[config.mk]
export PLATFORM = sky130hd
export DESIGN_NAME = parity_frame_ctrl
export DESIGN_NICKNAME = d
export VERILOG_FILES = /design/src/rtl/parity_pkg.sv /design/src/rtl/parity4.sv /design/src/rtl/parity_frame_ctrl.sv
export SDC_FILE = /design/constraint.sdc
export NUM_CORES = 1
export LEC_CHECK = 0
export CORE_MARGIN = 2
export CORE_UTILIZATION = 52
export CTS_CLUSTER_SIZE = 28
export DETAILED_ROUTE_END_ITERATION = 6
export PLACE_DENSITY = 0.82
export SYNTH_ARGS = -nofsm -noshare
export SYNTH_HDL_FRONTEND = slang
export SYNTH_SLANG_ARGS = --single-unit
[constraint.sdc]
create_clock -name clk -period 2.85 [get_ports clk]
set_clock_uncertainty 0.1 [all_clocks]
set_input_delay 0.285 -clock clk [delete_from_list [all_inputs] [get_ports clk]]
set_output_delay 0.285 -clock clk [all_outputs]
set_load 0.05 [all_outputs]
[src/rtl/parity_pkg.sv]
// Shared definitions for the parity framing block: FSM state encoding,
// coded-word geometry and a helper that packs a nibble with its parity bit.
package parity_pkg;

    localparam int NIB_W  = 4;
    localparam int WORD_W = 5;

    typedef enum logic [1:0] {
        IDLE  = 2'd0,
        RUN   = 2'd1,
        FLUSH = 2'd2,
        DONE  = 2'd3
    } state_e;

    // Coded word layout: nibble in the upper bits, parity in bit 0.
    function automatic logic [WORD_W-1:0] make_word(input logic [NIB_W-1:0] nib,
                                                    input logic             par);
        return {nib, par};
    endfunction

endpackage

[src/rtl/parity4.sv]
// Four-input XOR used to compute the even parity of one data nibble.
module parity4 (
    input  logic a,
    input  logic b,
    input  logic c,
    input  logic d,
    output logic e
);

    assign e = a ^ b ^ c ^ d;

endmodule

[src/rtl/parity_frame_ctrl.sv]
// Frames FRAME_LEN nibbles into 5-bit parity-coded words through a one-deep
// output register, then reports the XOR of all word parities of the frame.
module parity_frame_ctrl
    import parity_pkg::*;
#(
    parameter int FRAME_LEN = 4,
    parameter int ODD       = 0
) (
    input  logic              clk,
    input  logic              rst,
    input  logic              start,
    input  logic              in_valid,
    input  logic [NIB_W-1:0]  in_data,
    output logic              in_ready,
    output logic              out_valid,
    output logic [WORD_W-1:0] out_data,
    input  logic              out_ready,
    output logic              busy,
    output logic              frame_done,
    output logic              frame_parity
);

    localparam logic [3:0] LEN_C = 4'(FRAME_LEN);
    localparam logic       ODD_C = 1'(ODD);

    state_e              state_q;
    logic [3:0]          cnt_q;
    logic [3:0]          cnt_d;
    logic                acc_q;
    logic                out_valid_q;
    logic [WORD_W-1:0]   out_data_q;
    logic                frame_done_q;
    logic                frame_parity_q;

    logic                nib_par;
    logic                word_par;
    logic                accept;
    logic                pop;

    parity4 u_parity4 (
        .a (in_data[3]),
        .b (in_data[2]),
        .c (in_data[1]),
        .d (in_data[0]),
        .e (nib_par)
    );

    assign word_par = nib_par ^ ODD_C;
    assign cnt_d    = cnt_q + 4'd1;

    // Input is only taken in RUN and only when the output slot is free or draining now.
    assign in_ready = (state_q == RUN) & (~out_valid_q | out_ready);
    assign accept   = in_valid & in_ready;
    assign pop      = out_valid_q & out_ready;

    // Output register: load on accept (even while popping), clear on a bare pop, else hold.
    always_ff @(posedge clk or posedge rst) begin
        if (rst) begin
            out_valid_q <= 1'b0;
            out_data_q  <= '0;
        end else if (accept) begin
            out_valid_q <= 1'b1;
            out_data_q  <= make_word(in_data, word_par);
        end else if (pop) begin
            out_valid_q <= 1'b0;
        end
    end

    // Frame sequencer: counts accepts, accumulates parity, waits for the output to drain.
    always_ff @(posedge clk or posedge rst) begin
        if (rst) begin
            state_q        <= IDLE;
            cnt_q          <= 4'd0;
            acc_q          <= 1'b0;
            frame_done_q   <= 1'b0;
            frame_parity_q <= 1'b0;
        end else begin
            frame_done_q <= 1'b0;
            case (state_q)
                IDLE: begin
                    if (start) begin
                        state_q <= RUN;
                        cnt_q   <= 4'd0;
                        acc_q   <= 1'b0;
                    end
                end
                RUN: begin
                    if (accept) begin
                        cnt_q <= cnt_d;
                        acc_q <= acc_q ^ word_par;
                        if (cnt_d == LEN_C) begin
                            state_q <= FLUSH;
                        end
                    end
                end
                FLUSH: begin
                    // Leave once the last word is gone (popped now or already absent).
                    if (!out_valid_q || pop) begin
                        state_q        <= DONE;
                        frame_done_q   <= 1'b1;
                        frame_parity_q <= acc_q;
                    end
                end
                DONE: begin
                    state_q <= IDLE;
                end
                default: begin
                    state_q <= IDLE;
                end
            endcase
        end
    end

    assign out_valid    = out_valid_q;
    assign out_data     = out_data_q;
    assign busy         = (state_q != IDLE);
    assign frame_done   = frame_done_q;
    assign frame_parity = frame_parity_q;

endmodule

# Word level (Yosys, flattened, before mapping)
# Cells that the tools add are included.
dict set report classes {
  n_addsub 1
  eq_ne 8
  n_mux 15
  n_bitwise 9
  n_reduce_logical 9
}
# operator count
set op_table {}
lappend op_table {{two-way mux 2 bit} 4}
lappend op_table {{two-way mux 4 bit} 2}
lappend op_table {{one-hot mux 2 bit (4 select lines)} 1}
lappend op_table {{one-hot mux 4 bit (2 select lines)} 1}
lappend op_table {{two-way mux 1 bit} 6}
lappend op_table {{!= test 2 bit (second input constant)} 3}
lappend op_table {{nonzero test 2 bit} 3}
lappend op_table {{adder 4 x 1 -> 4 bit (second input constant)} 1}
lappend op_table {{equality test 2 bit (second input constant)} 2}
lappend op_table {{equality test 4 x 3 -> 1 bit (second input constant)} 1}
lappend op_table {{AND reduction 4 bit} 1}
lappend op_table {{bitwise XOR 1 bit} 4}
lappend op_table {{bitwise AND 1 bit} 3}
lappend op_table {{AND reduction 3 bit} 1}
lappend op_table {{equality test 2 x 1 -> 1 bit (second input constant)} 1}
lappend op_table {{logical NOT 2 bit} 1}
lappend op_table {{!= test 2 x 1 -> 1 bit (second input constant)} 1}
lappend op_table {{one-hot mux 1 bit (2 select lines)} 1}
lappend op_table {{AND reduction 2 bit} 1}
lappend op_table {{logical NOT 1 bit} 1}
lappend op_table {{logical OR 1 bit} 1}
lappend op_table {{inverter 1 bit} 1}
lappend op_table {{bitwise OR 1 bit} 1}
dict set report totals {
  ff_bits 15
  inputBits 9
  out_inout_bits 10
  word_cells 49
}

# Longest topological paths before layout
dict set report depth {
  ltp_word 6
  mapped_depth 6
}

# Modules after synthesis
# Synthesis repeated with hierarchy kept, for this count alone.
dict set report hier_totals {
  hier_cells 70
  hier_area_um2 788.3
}
# mod instances cells_each area_per_inst_um2 seq_area_each_um2
set modules_own_cells {}
lappend modules_own_cells {parity_frame_ctrl 1 67 762.0 375.4}
lappend modules_own_cells {parity4 1 3 26.3 0.0}

# Least setup slack after synthesis
# Ideal clock, no wire load.
dict set report synth_path {
  path_type {register to register}
  start {reg out_valid_q (netlist: out_valid)}
  end {reg state_q[1]}
  t_arrival_ns 1.458
  setup_slack_ns 1.167
  stages_incl_launch_ff 5
  n_path_buf 0
  cell_sequence {dfrtp_1 nand2b_4 and2_4 o2111ai_2 mux2_4}
}
dict set report synth_via {
  elab_chain_cells 6
  elab_cells_between_ends 10
}
# element line_no
set synth_lines {}
lappend synth_lines {{start, declared} parity_frame_ctrl.sv:30} ;# logic out_valid_q;
lappend synth_lines {{start signal, assigned} parity_frame_ctrl.sv:59} ;# out_valid_q <= 1'b0;
lappend synth_lines {{start signal, assigned} parity_frame_ctrl.sv:62} ;# out_valid_q <= 1'b1;
lappend synth_lines {{start signal, assigned} parity_frame_ctrl.sv:65} ;# out_valid_q <= 1'b0;
lappend synth_lines {{inverter 1 bit} parity_frame_ctrl.sv:52} ;# assign in_ready = (state_q == RUN) & (~out_valid_q | out_ready);
lappend synth_lines {{bitwise OR 1 bit} parity_frame_ctrl.sv:52}
lappend synth_lines {{bitwise AND 1 bit} parity_frame_ctrl.sv:52}
lappend synth_lines {{bitwise AND 1 bit} parity_frame_ctrl.sv:53} ;# assign accept = in_valid & in_ready;
lappend synth_lines {{!= test 2 bit (no line)} n/a}
lappend synth_lines {{AND reduction 4 bit (no line) *} n/a}
lappend synth_lines {{end signal, assigned} parity_frame_ctrl.sv:72} ;# state_q <= IDLE;
lappend synth_lines {{end signal, assigned} parity_frame_ctrl.sv:82} ;# state_q <= RUN;
lappend synth_lines {{end signal, assigned} parity_frame_ctrl.sv:92} ;# state_q <= FLUSH;
lappend synth_lines {{end, declared} parity_frame_ctrl.sv:26} ;# state_e state_q;
# Mark *: on every way between the ends. The rest lies on a longest branch, timed or not.
# A chain may end at the register's enable or synchronous reset.

# Worst setup path in the final report
dict set report layout_path {
  start {reg state_q[1]}
  end {out in_ready}
}
dict set report layout_via {
  elab_chain_cells 2
}
# element line_no
set layout_lines {}
lappend layout_lines {{equality test 2 x 1 -> 1 bit} parity_frame_ctrl.sv:52}
lappend layout_lines {{bitwise AND 1 bit} parity_frame_ctrl.sv:52}
lappend layout_lines {{end, declared} parity_frame_ctrl.sv:14} ;# output logic in_ready,
# Every way passes these cells.

==> impl_metrics.toml <==
[run_status]
outcome = "finished clean"

[setup_path]
start_kind = "flip-flop"
crit_fanout = 12
crit_type = "reg -> out"
critical_path_required_ns = 2.47
end_kind = "primary output"
cp_data_arrival_time_ns = 2.22
ff2ff_path_depth = 5
ff2ff_setup_slack_ns = 0.93

[route]
drt_pass1_iterations = 4
finalWirelength_mm = 1.696
detail-route-antenna-nets = 0
wl_per_cell_um = 14.62
vias = 666
drc_errors = 0
drt-initial-drc-count = 11
via_per_inst = 5.741

[layout]
diodes = 0
drive_above_1_share_pct = 15.00
area_delta_synth_final_pct = 25.74
fin_nets = 115
fillCellCount = 113

[sta]
tightest_slew_ns = 0.5984
max_freq_ghz = 0.3841
final_max_slew_viol_count = 0
setup-violations-final = 0
tns_ns = 0
min_period_ns = 2.604
maxSlewHeadroom_pct = 60.06
post-route-period-util_pct = 91.36
rsz0062_at_grt = "no"
hold_violations = 0

[clocking]
cts_tree = "built"
cts_resized = 0
clk_pin_slew_ns = 0.09
cts.path.max_buffers = 2
cts_sinks = 15
htree_levels = 1
cts_buffers = 3
clk_latency_ns = 0.28
cts-root-buf = "clkbuf_4"
holdBufCountCts = 0
postCtsSetupRepairBufs = 0

[floorplanning]
coreArea_um2 = 1524
io_pins = 19
row_count = 14
start_util_pct = 55.83
dieWidth_um = 44.45
die_h_um = 44.45
dieArea_um2 = 1976

[logic_synthesis]
ys_ff_latch = 15
syn_avg_cell_area_um2 = 10.77
async_flop_share_pct = 100.0
synth-edff-count = 0
yosysWarnings = 0
synthTopCellsByArea = "dfrtp_1 (44%), ha_1 (7.4%), mux2_2 (6.6%)"
yosysMostFrequentCell = "dfrtp_1"
synth.net_count = 93
synth_cell_types = 31
synth_common_cells = "dfrtp_1 (15), nand2_1 (7), nor2_1 (6), o21ai_0 (6)"
synth_top_area_share_pct = 44.12
synth_area_um2 = 850.8
synthFlopType = "dfrtp_1"
synth_seq_area_share_pct = 44.12
yosysTopAreaCell = "dfrtp_1"
syn_inst = 79

[grt]
grt.overflow.total = 0
grt_pass1_wl_mm = 3.022
antenna_found_initial = 0
grtUsageTotal_pct = 21.26
grt_max_degree = 16
first_global_vias = 714

[power]
powerDensity_nw_per_um2 = 1219
power_leakage_nw = 0.4787
p_total_w = 0.001304
vdd_ir_drop_max_v = 0.0009078

[place]
hpwl_mm = 1.324
portBuffers = 18
gp_congestion = 0.8916

[flow_run]
drv_cap = 0

[min_path]
hp-class = "in -> async"
[final cells by class]
cell class                      instances  area [um2]  area share, %
Tap cell                               16       20.02          1.871
Clock buffer                            4       26.28          2.456
Inverter                                6       22.52          2.105
Timing Repair Buffer                   18       180.2          16.84
Multi-Input combinational cell         57       445.4          41.64
Sequential cell                        15       375.4          35.09
[placed cells by master (no fill, tap or decap)]
cell	instances
nand2b_4	1
xnor2_1	3
nor3_1	1
mux2_2	5
dfrtp_1	15
o2111ai_2	1
inv_2	1
a31oi_1	1
mux2i_1	2
and3_1	1
clkbuf_1	1
a32oi_1	1
o21ai_0	6
o21bai_1	1
and2_1	2
o31ai_4	1
a21oi_1	1
nand2b_1	1
and2_4	1
inv_1	5
nand2_1	7
ha_1	5
nor3b_2	1
clkdlybuf4s50_1	18
nor2b_1	1
clkbuf_4	3
mux2_4	1
a311o_1	1
nor2_1	6
nand3b_1	1
nand3_1	3
a211o_1	1
a32o_1	1
[power by group]
| part | internal, W | total, W | switching [W] |
|---|---|---|---|
| Sequential | 0.000305 | 0.000376 | 0.0000715 |
| Clock | 0.0000543 | 0.000123 | 0.0000685 |
| Combinational | 0.000318 | 0.000805 | 0.000487 |
| Total | 0.000677 | 0.00130 | 0.000627 |
[stage by stage]
| step | instance area, um2 | hold WS, ns | utilization, % | instances | setup slack [ns] |
|---|---|---|---|---|---|
| final | 1070 | 0.2581 | 70.20 | 116 | 0.2463 |
| after global placement | 1044 | 0.3668 | 68.47 | 112 | 0.6286 |
| after global routing | 1070 | 0.3192 | 70.20 | 116 | 0.1298 |
| after detailed placement | 1044 | 0.3780 | 68.47 | 112 | 0.5652 |
| after floorplan | 850.8 | 0.08648 | - | 79 | 1.167 |
| after CTS | 1070 | 0.2868 | 70.20 | 116 | 0.2424 |
[state kept, by name (all words and copies together) (netlist names)]
signal	cells
cnt_q	4
frame_parity	1
frame_done	1
out_data	5
out_valid	1
acc_q	1
state_q	2
[per-layer routing]
layer,global-route usage (%),up-vias,wire [um]
met5,0,-,0
li1,-,318,-
met1,25.65,328,752
met2,36.76,18,857
met4,6.061,0,12
met3,6.122,2,74
[kinds of logic (layout without fill, tap and decap cells)]
kind of cell,Yosys count,in the layout,share of synthesized area (%)
compound gates,15,15,14.41
xor+xnor,3,3,3.089
fa+ha+maj,5,5,7.353
buf+inv,7,28,3.530
flops,15,15,44.12
mux,8,8,10.73
simple gates,26,26,16.77
[worst max-delay path, stage by stage, from the launching register on]
cell	delay, ns
dfrtp_1	0.41
inv_1	0.11
ha_1	0.42
and2_1	0.20
clkdlybuf4s50_1	0.79
[worst paths after layout]
check / from / to
worst min register to register: out_data[0] / out_data[0]
min in group clk: out_data[0] / out_data[0]
worst min-delay path: rst / state_q[0]
worst max-delay path: state_q[1] / in_ready
max in group asynchronous: rst / out_data[0]
worst max register to register: state_q[1] / state_q[1]
(Power assumes the default switching activity.)
==> RTL change 1: new RTL, same settings <==
Reset style: synchronous (`rst`), changed in 2 clocked blocks.
--- a/src/rtl/parity_frame_ctrl.sv
+++ b/src/rtl/parity_frame_ctrl.sv
@@ -56,3 +56,3 @@
     // Output register: load on accept (even while popping), clear on a bare pop, else hold.
-    always_ff @(posedge clk or posedge rst) begin
+    always_ff @(posedge clk) begin
         if (rst) begin
@@ -69,3 +69,3 @@
     // Frame sequencer: counts accepts, accumulates parity, waits for the output to drain.
-    always_ff @(posedge clk or posedge rst) begin
+    always_ff @(posedge clk) begin
         if (rst) begin
Check against the original RTL: differs if rst is asserted again (counterexample within 4 cycles, from zero or initial values and one cycle with rst high); with rst held inactive, the same outputs for 10 cycles.
==> RTL change 1 against the original RTL <==
- wire length is 12% lower
- worst setup slack better by 0.13 ns
- core utilization down 2.0 points
- final cell count is 6.0% higher
- largest cell class unchanged
- design area is 7.3% lower
- sequential cell count is the same
- critical path type unchanged
- power is 39% lower
- critical path depth increased by 1
- highest routed layer unchanged
- area after synthesis fell by 7.8%
==> RTL change 1: results (changes against the original RTL) <==
Place
  • DP Wirelength: 1140 um (was 1320 um)
  • Area after DPL: 966 sq um (was 1040 sq um)
  • GPL Wtd Cong: 0.878 (was 0.892)

Global route
  • GR Util met3: 3.83% (was 6.12%)
  • GRT Util Overall: 18.6% (was 21.3%)
  • GR Util met1: 25.6% (about the same)
  • Vias in the first global route: 637 (was 714)
  • Largest net degree at the start of global routing: 18 (was 16)
  • Met2 Use GR: 28.2% (was 36.8%)

Critical path
  • Worst R2R End: state_q[0] (was state_q[1])
  • Internal reg-to-reg setup slack: 0.74 ns (was 0.93 ns)
  • Reg2reg start: state_q[1] (unchanged)

Power
  • NetSw: 0.338 mW (was 0.627 mW)
  • Seq. pwr: 0.262 mW (was 0.376 mW)
  • Power Combinational: 0.414 mW (was 0.805 mW)
  • Leakage: 0.415 nW (was 0.479 nW)
  • Max VDD drop: 0.520 mV (was 0.908 mV)

Finish
  • Fraction of layout cells with a size suffix above 1: 5.61% (was 15.0%)
  • Area of the multi-input gates: 443 sq um (was 445 sq um)

Detailed routing
  • Via Count: 668 (was 666)
  • Met1 WL: 707 um (was 752 um)
  • Initial DRC Count: 6 (was 11)
  • Final wirelength: 1490 um (was 1700 um)

Synth
  • Seq/Total Area, Yosys: 38.3% (was 44.1%)
  • Mux cell area share after synthesis: 11.5% (was 10.7%)
  • Post-Synth XOR/XNOR Area: 3.35% (was 3.09%)
  • Synth Area in Compound Gates: 8.29% (was 14.4%)
  • Post-synth top cells: dfxtp_1, nor2_1, mux2i_1 (was dfrtp_1, nand2_1, nor2_1, o21ai_0)
  • Primary FF master, synth: dfxtp_1 (was dfrtp_1)
  • Synth Net Count: 102 (was 93)
  • Synth area leaders: dfxtp_1, mux2i_1, ha_1 (was dfrtp_1, ha_1, mux2_2)
  • Adder-cell share of the synthesized area: 7.97% (was 7.35%)
  • Post-synth ARST share: 0% (was 100%)

Status
  • Status: completed (unchanged)

Timing
  • Final Hold Slack: 0.368 ns (was 0.258 ns)
[RTL change 1: changes by cell type in the layout (fill, tap and decap cells not counted), sizes merged, moves of 3 or more]
cell,change
nor2b,+3
dfxtp,+15
a21oi,+3
mux2,-6
mux2i,+7
nor2,+5
and2,-3
dfrtp,-15
[RTL change 1: worst min-delay path, stage by stage, from the launching register on]
cell and delay [ns]:
dfxtp_1 0.32, nand2_1 0.05, a21oi_1 0.05
[RTL change 1: per-stage QoR]
stage | std cells | setup WS, ns
2_1_floorplan | 88 | 0.858
3_3_place_gp | 119 | 0.707
3_5_place_dp | 119 | 0.677
4_1_cts | 123 | 0.363
5_1_grt | 123 | 0.228
6_report | 123 | 0.376
[RTL change 1: final cells by class]
type / count / area share [%]
inverters: 6 / 2.27
repair buffers: 18 / 18.2
clock buffers: 4 / 2.65
well taps: 16 / 2.02
multi-input cells: 64 / 44.6
flip-flops and latches: 15 / 30.3
==> RTL change 2: new RTL, same settings <==
Without the edit above. Re-encode `state_e` (4 states) as one-hot, 4 bits wide.
--- a/src/rtl/parity_pkg.sv
+++ b/src/rtl/parity_pkg.sv
@@ -7,7 +7,7 @@
 
-    typedef enum logic [1:0] {
-        IDLE  = 2'd0,
-        RUN   = 2'd1,
-        FLUSH = 2'd2,
-        DONE  = 2'd3
+    typedef enum logic [3:0] {
+        IDLE  = 4'b0001,
+        RUN   = 4'b0010,
+        FLUSH = 4'b0100,
+        DONE  = 4'b1000
     } state_e;
Function: same outputs for any inputs over 10 cycles, from zero or initial values and one cycle with rst high; not proved beyond that.
==> RTL change 2 against the original RTL <==
- sequential cell count grew 2
- power fell by 19%
- hold slack gained 0.0089 ns
- register-to-register slack lost 0.25 ns
- wire length is 9.4% higher
- clock power rose by 8%
- via count is 0.60% higher
- die area up 0.92%
- worst setup slack got worse by 0.14 ns
- area after synthesis rose by 1.0%
- design area grew 1.6%
- critical path type unchanged
- largest power group unchanged
- highest routed layer unchanged
==> RTL change 2: results (changes against the original RTL) <==
Critical path
  • Crit Path Max Fanout: 6 (was 12)
  • Internal reg-to-reg setup slack: 0.68 ns (was 0.93 ns)
  • Worst R2R End: acc_q (was state_q[1])
  • Reg2reg start: state_q[0] (was state_q[1])
  • CP top delay family: buffers and inverters (unchanged)
  • Worst endpoint data arrival time: 2.36 ns (was 2.22 ns)
  • Worst r2r path cells: 5 (unchanged)
  • Worst path slowest cell: clkdlybuf4s50_1 (unchanged)
  • Worst path max stage delay: 0.80 ns

Synth
  • Synth area leaders: dfrtp_1, mux2_2, o21ai_0 (was dfrtp_1, ha_1, mux2_2)
  • Syn. warnings: 0 (unchanged)
  • Netlist cell types: 31 (unchanged)
  • Primary FF master, synth: dfrtp_1 (unchanged)
  • Seq/Total Area, Yosys: 49.6% (was 44.1%)
  • Synth Net Count: 86 (was 93)
  • Post-synth top cells: dfrtp_1, o21ai_0, nor2_1 (was dfrtp_1, nand2_1, nor2_1, o21ai_0)
  • Post-synth ARST share: 100% (unchanged)

Global route
  • GR Util met1: 26.6% (was 25.6%)
  • Met2 Use GR: 41.4% (was 36.8%)
  • Largest net degree at the start of global routing: 18 (was 16)
  • Vias in the first global route: 705 (was 714)
  • First-pass GRT wire length: 3190 um (was 3020 um)
  • GRT Util Overall: 22.4% (was 21.3%)
  • GR Util met3: 2.45% (was 6.12%)
  • Initial antenna violation count: 0 (unchanged)

Timing
  • Final Hold Slack: 0.267 ns (was 0.258 ns)
  • Slew Limit Headroom: 56.2% (was 60.1%)

Min path
  • Worst Hold Class: in -> async (unchanged)

Clocking
  • Cts bufs inserted: 3 (unchanged)
  • Clk buf depth: 2 (unchanged)
  • Clock slew at reported path FFs: 0.10 ns
  • H-Tree Depth: 1 (unchanged)
  • PostCTS Resize Cnt: 0 (unchanged)
  • CTS root buf: clkbuf_4 (unchanged)
  • Post-CTS Setup Bufs: 0 (unchanged)
  • Clock Latency Late Sink: 0.30 ns (was 0.28 ns)

Finish
  • Number of diodes: 0 (unchanged)
  • Fin nets: 109 (was 115)
  • Fraction of layout cells with a size suffix above 1: 15.3% (was 15.0%)
  • Max FFs per register: 5 (unchanged)

Power
  • Internal: 0.581 mW (was 0.677 mW)
  • Leakage: 0.484 nW (was 0.479 nW)
  • Max VDD drop: 0.750 mV (was 0.908 mV)

Place
  • DP Wirelength: 1430 um (was 1320 um)
  • GPL Wtd Cong: 0.732 (was 0.892)
  • Port Buffers: 18 (unchanged)
  • Pre-CTS setup slack: 0.431 ns (was 0.565 ns)

Detailed routing
  • WL/cell: 16.3 um (was 14.6 um)
  • Via Count: 670 (was 666)
  • First drt pass iteration count: 4 (unchanged)
  • Initial DRC Count: 3 (was 11)

Status
  • Status: completed (unchanged)
## RTL change 2: routing by layer
metal / part of all wire, % / routed length (um)
met3: 4.0 / 75
met2: 53 / 976
met4: 1.5 / 27
met1: 42 / 776
met5: 0 / 0
## RTL change 2: per-stage QoR
step	std cells	instance area, sq um
after floorplan	76	860
after global placement	110	1060
after detailed placement	110	1060
after CTS	114	1090
after global routing	114	1090
final	114	1090
## RTL change 2: power by group through the flow
stage	sequential, mW	combinational [mW]	clock, mW
6_report	0.379	0.547	0.133
5_1_grt	0.390	0.582	0.141
4_1_cts	0.379	0.551	0.134
3_5_place_dp	0.384	0.547	0
3_3_place_gp	0.376	0.531	0
2_1_floorplan	0.508	0.245	0
## RTL change 2: cell families after synthesis
family	Yosys count	synth area share, %
multiplexers	9	11.6
adder cells (fa/ha/maj)	1	1.46
XOR/XNOR	3	3.06
buffers and inverters	6	2.62
AO/OA/AOI/OAI	18	14.3
AND/OR/NAND/NOR	22	17.3
flip-flops	17	49.6
## RTL change 2: worst max-delay path by stage
stage | from | to | slack [ns] | cells past startpoint
5_1_grt | state_q[2] | in_ready | 0.02 | 3
3_5_place_dp | state_q[2] | in_ready | 0.43 | 3
3_3_place_gp | state_q[2] | in_ready | 0.46 | 3
6_report | state_q[2] | in_ready | 0.10 | 3
4_1_cts | state_q[2] | in_ready | 0.11 | 3
2_1_floorplan | state_q[0] | acc_q | 0.71 | 5
## RTL change 2: worst reg2reg max path: stages, from the launching register on
cell	delay (ns)
dfstp_2	0.62
nor4b_2	0.41
inv_2	0.12
mux2i_2	0.21
or4_1	0.49
a21boi_1	0.16
## RTL change 2: cell type report
class	count	area, sq um
clock inverters	1	5.00
well taps	16	20.0
repair buffers	18	180
inverters	6	22.5
multi-input cells	53	410
fillers	115	437
flip-flops and latches	17	427
clock buffers	3	22.5
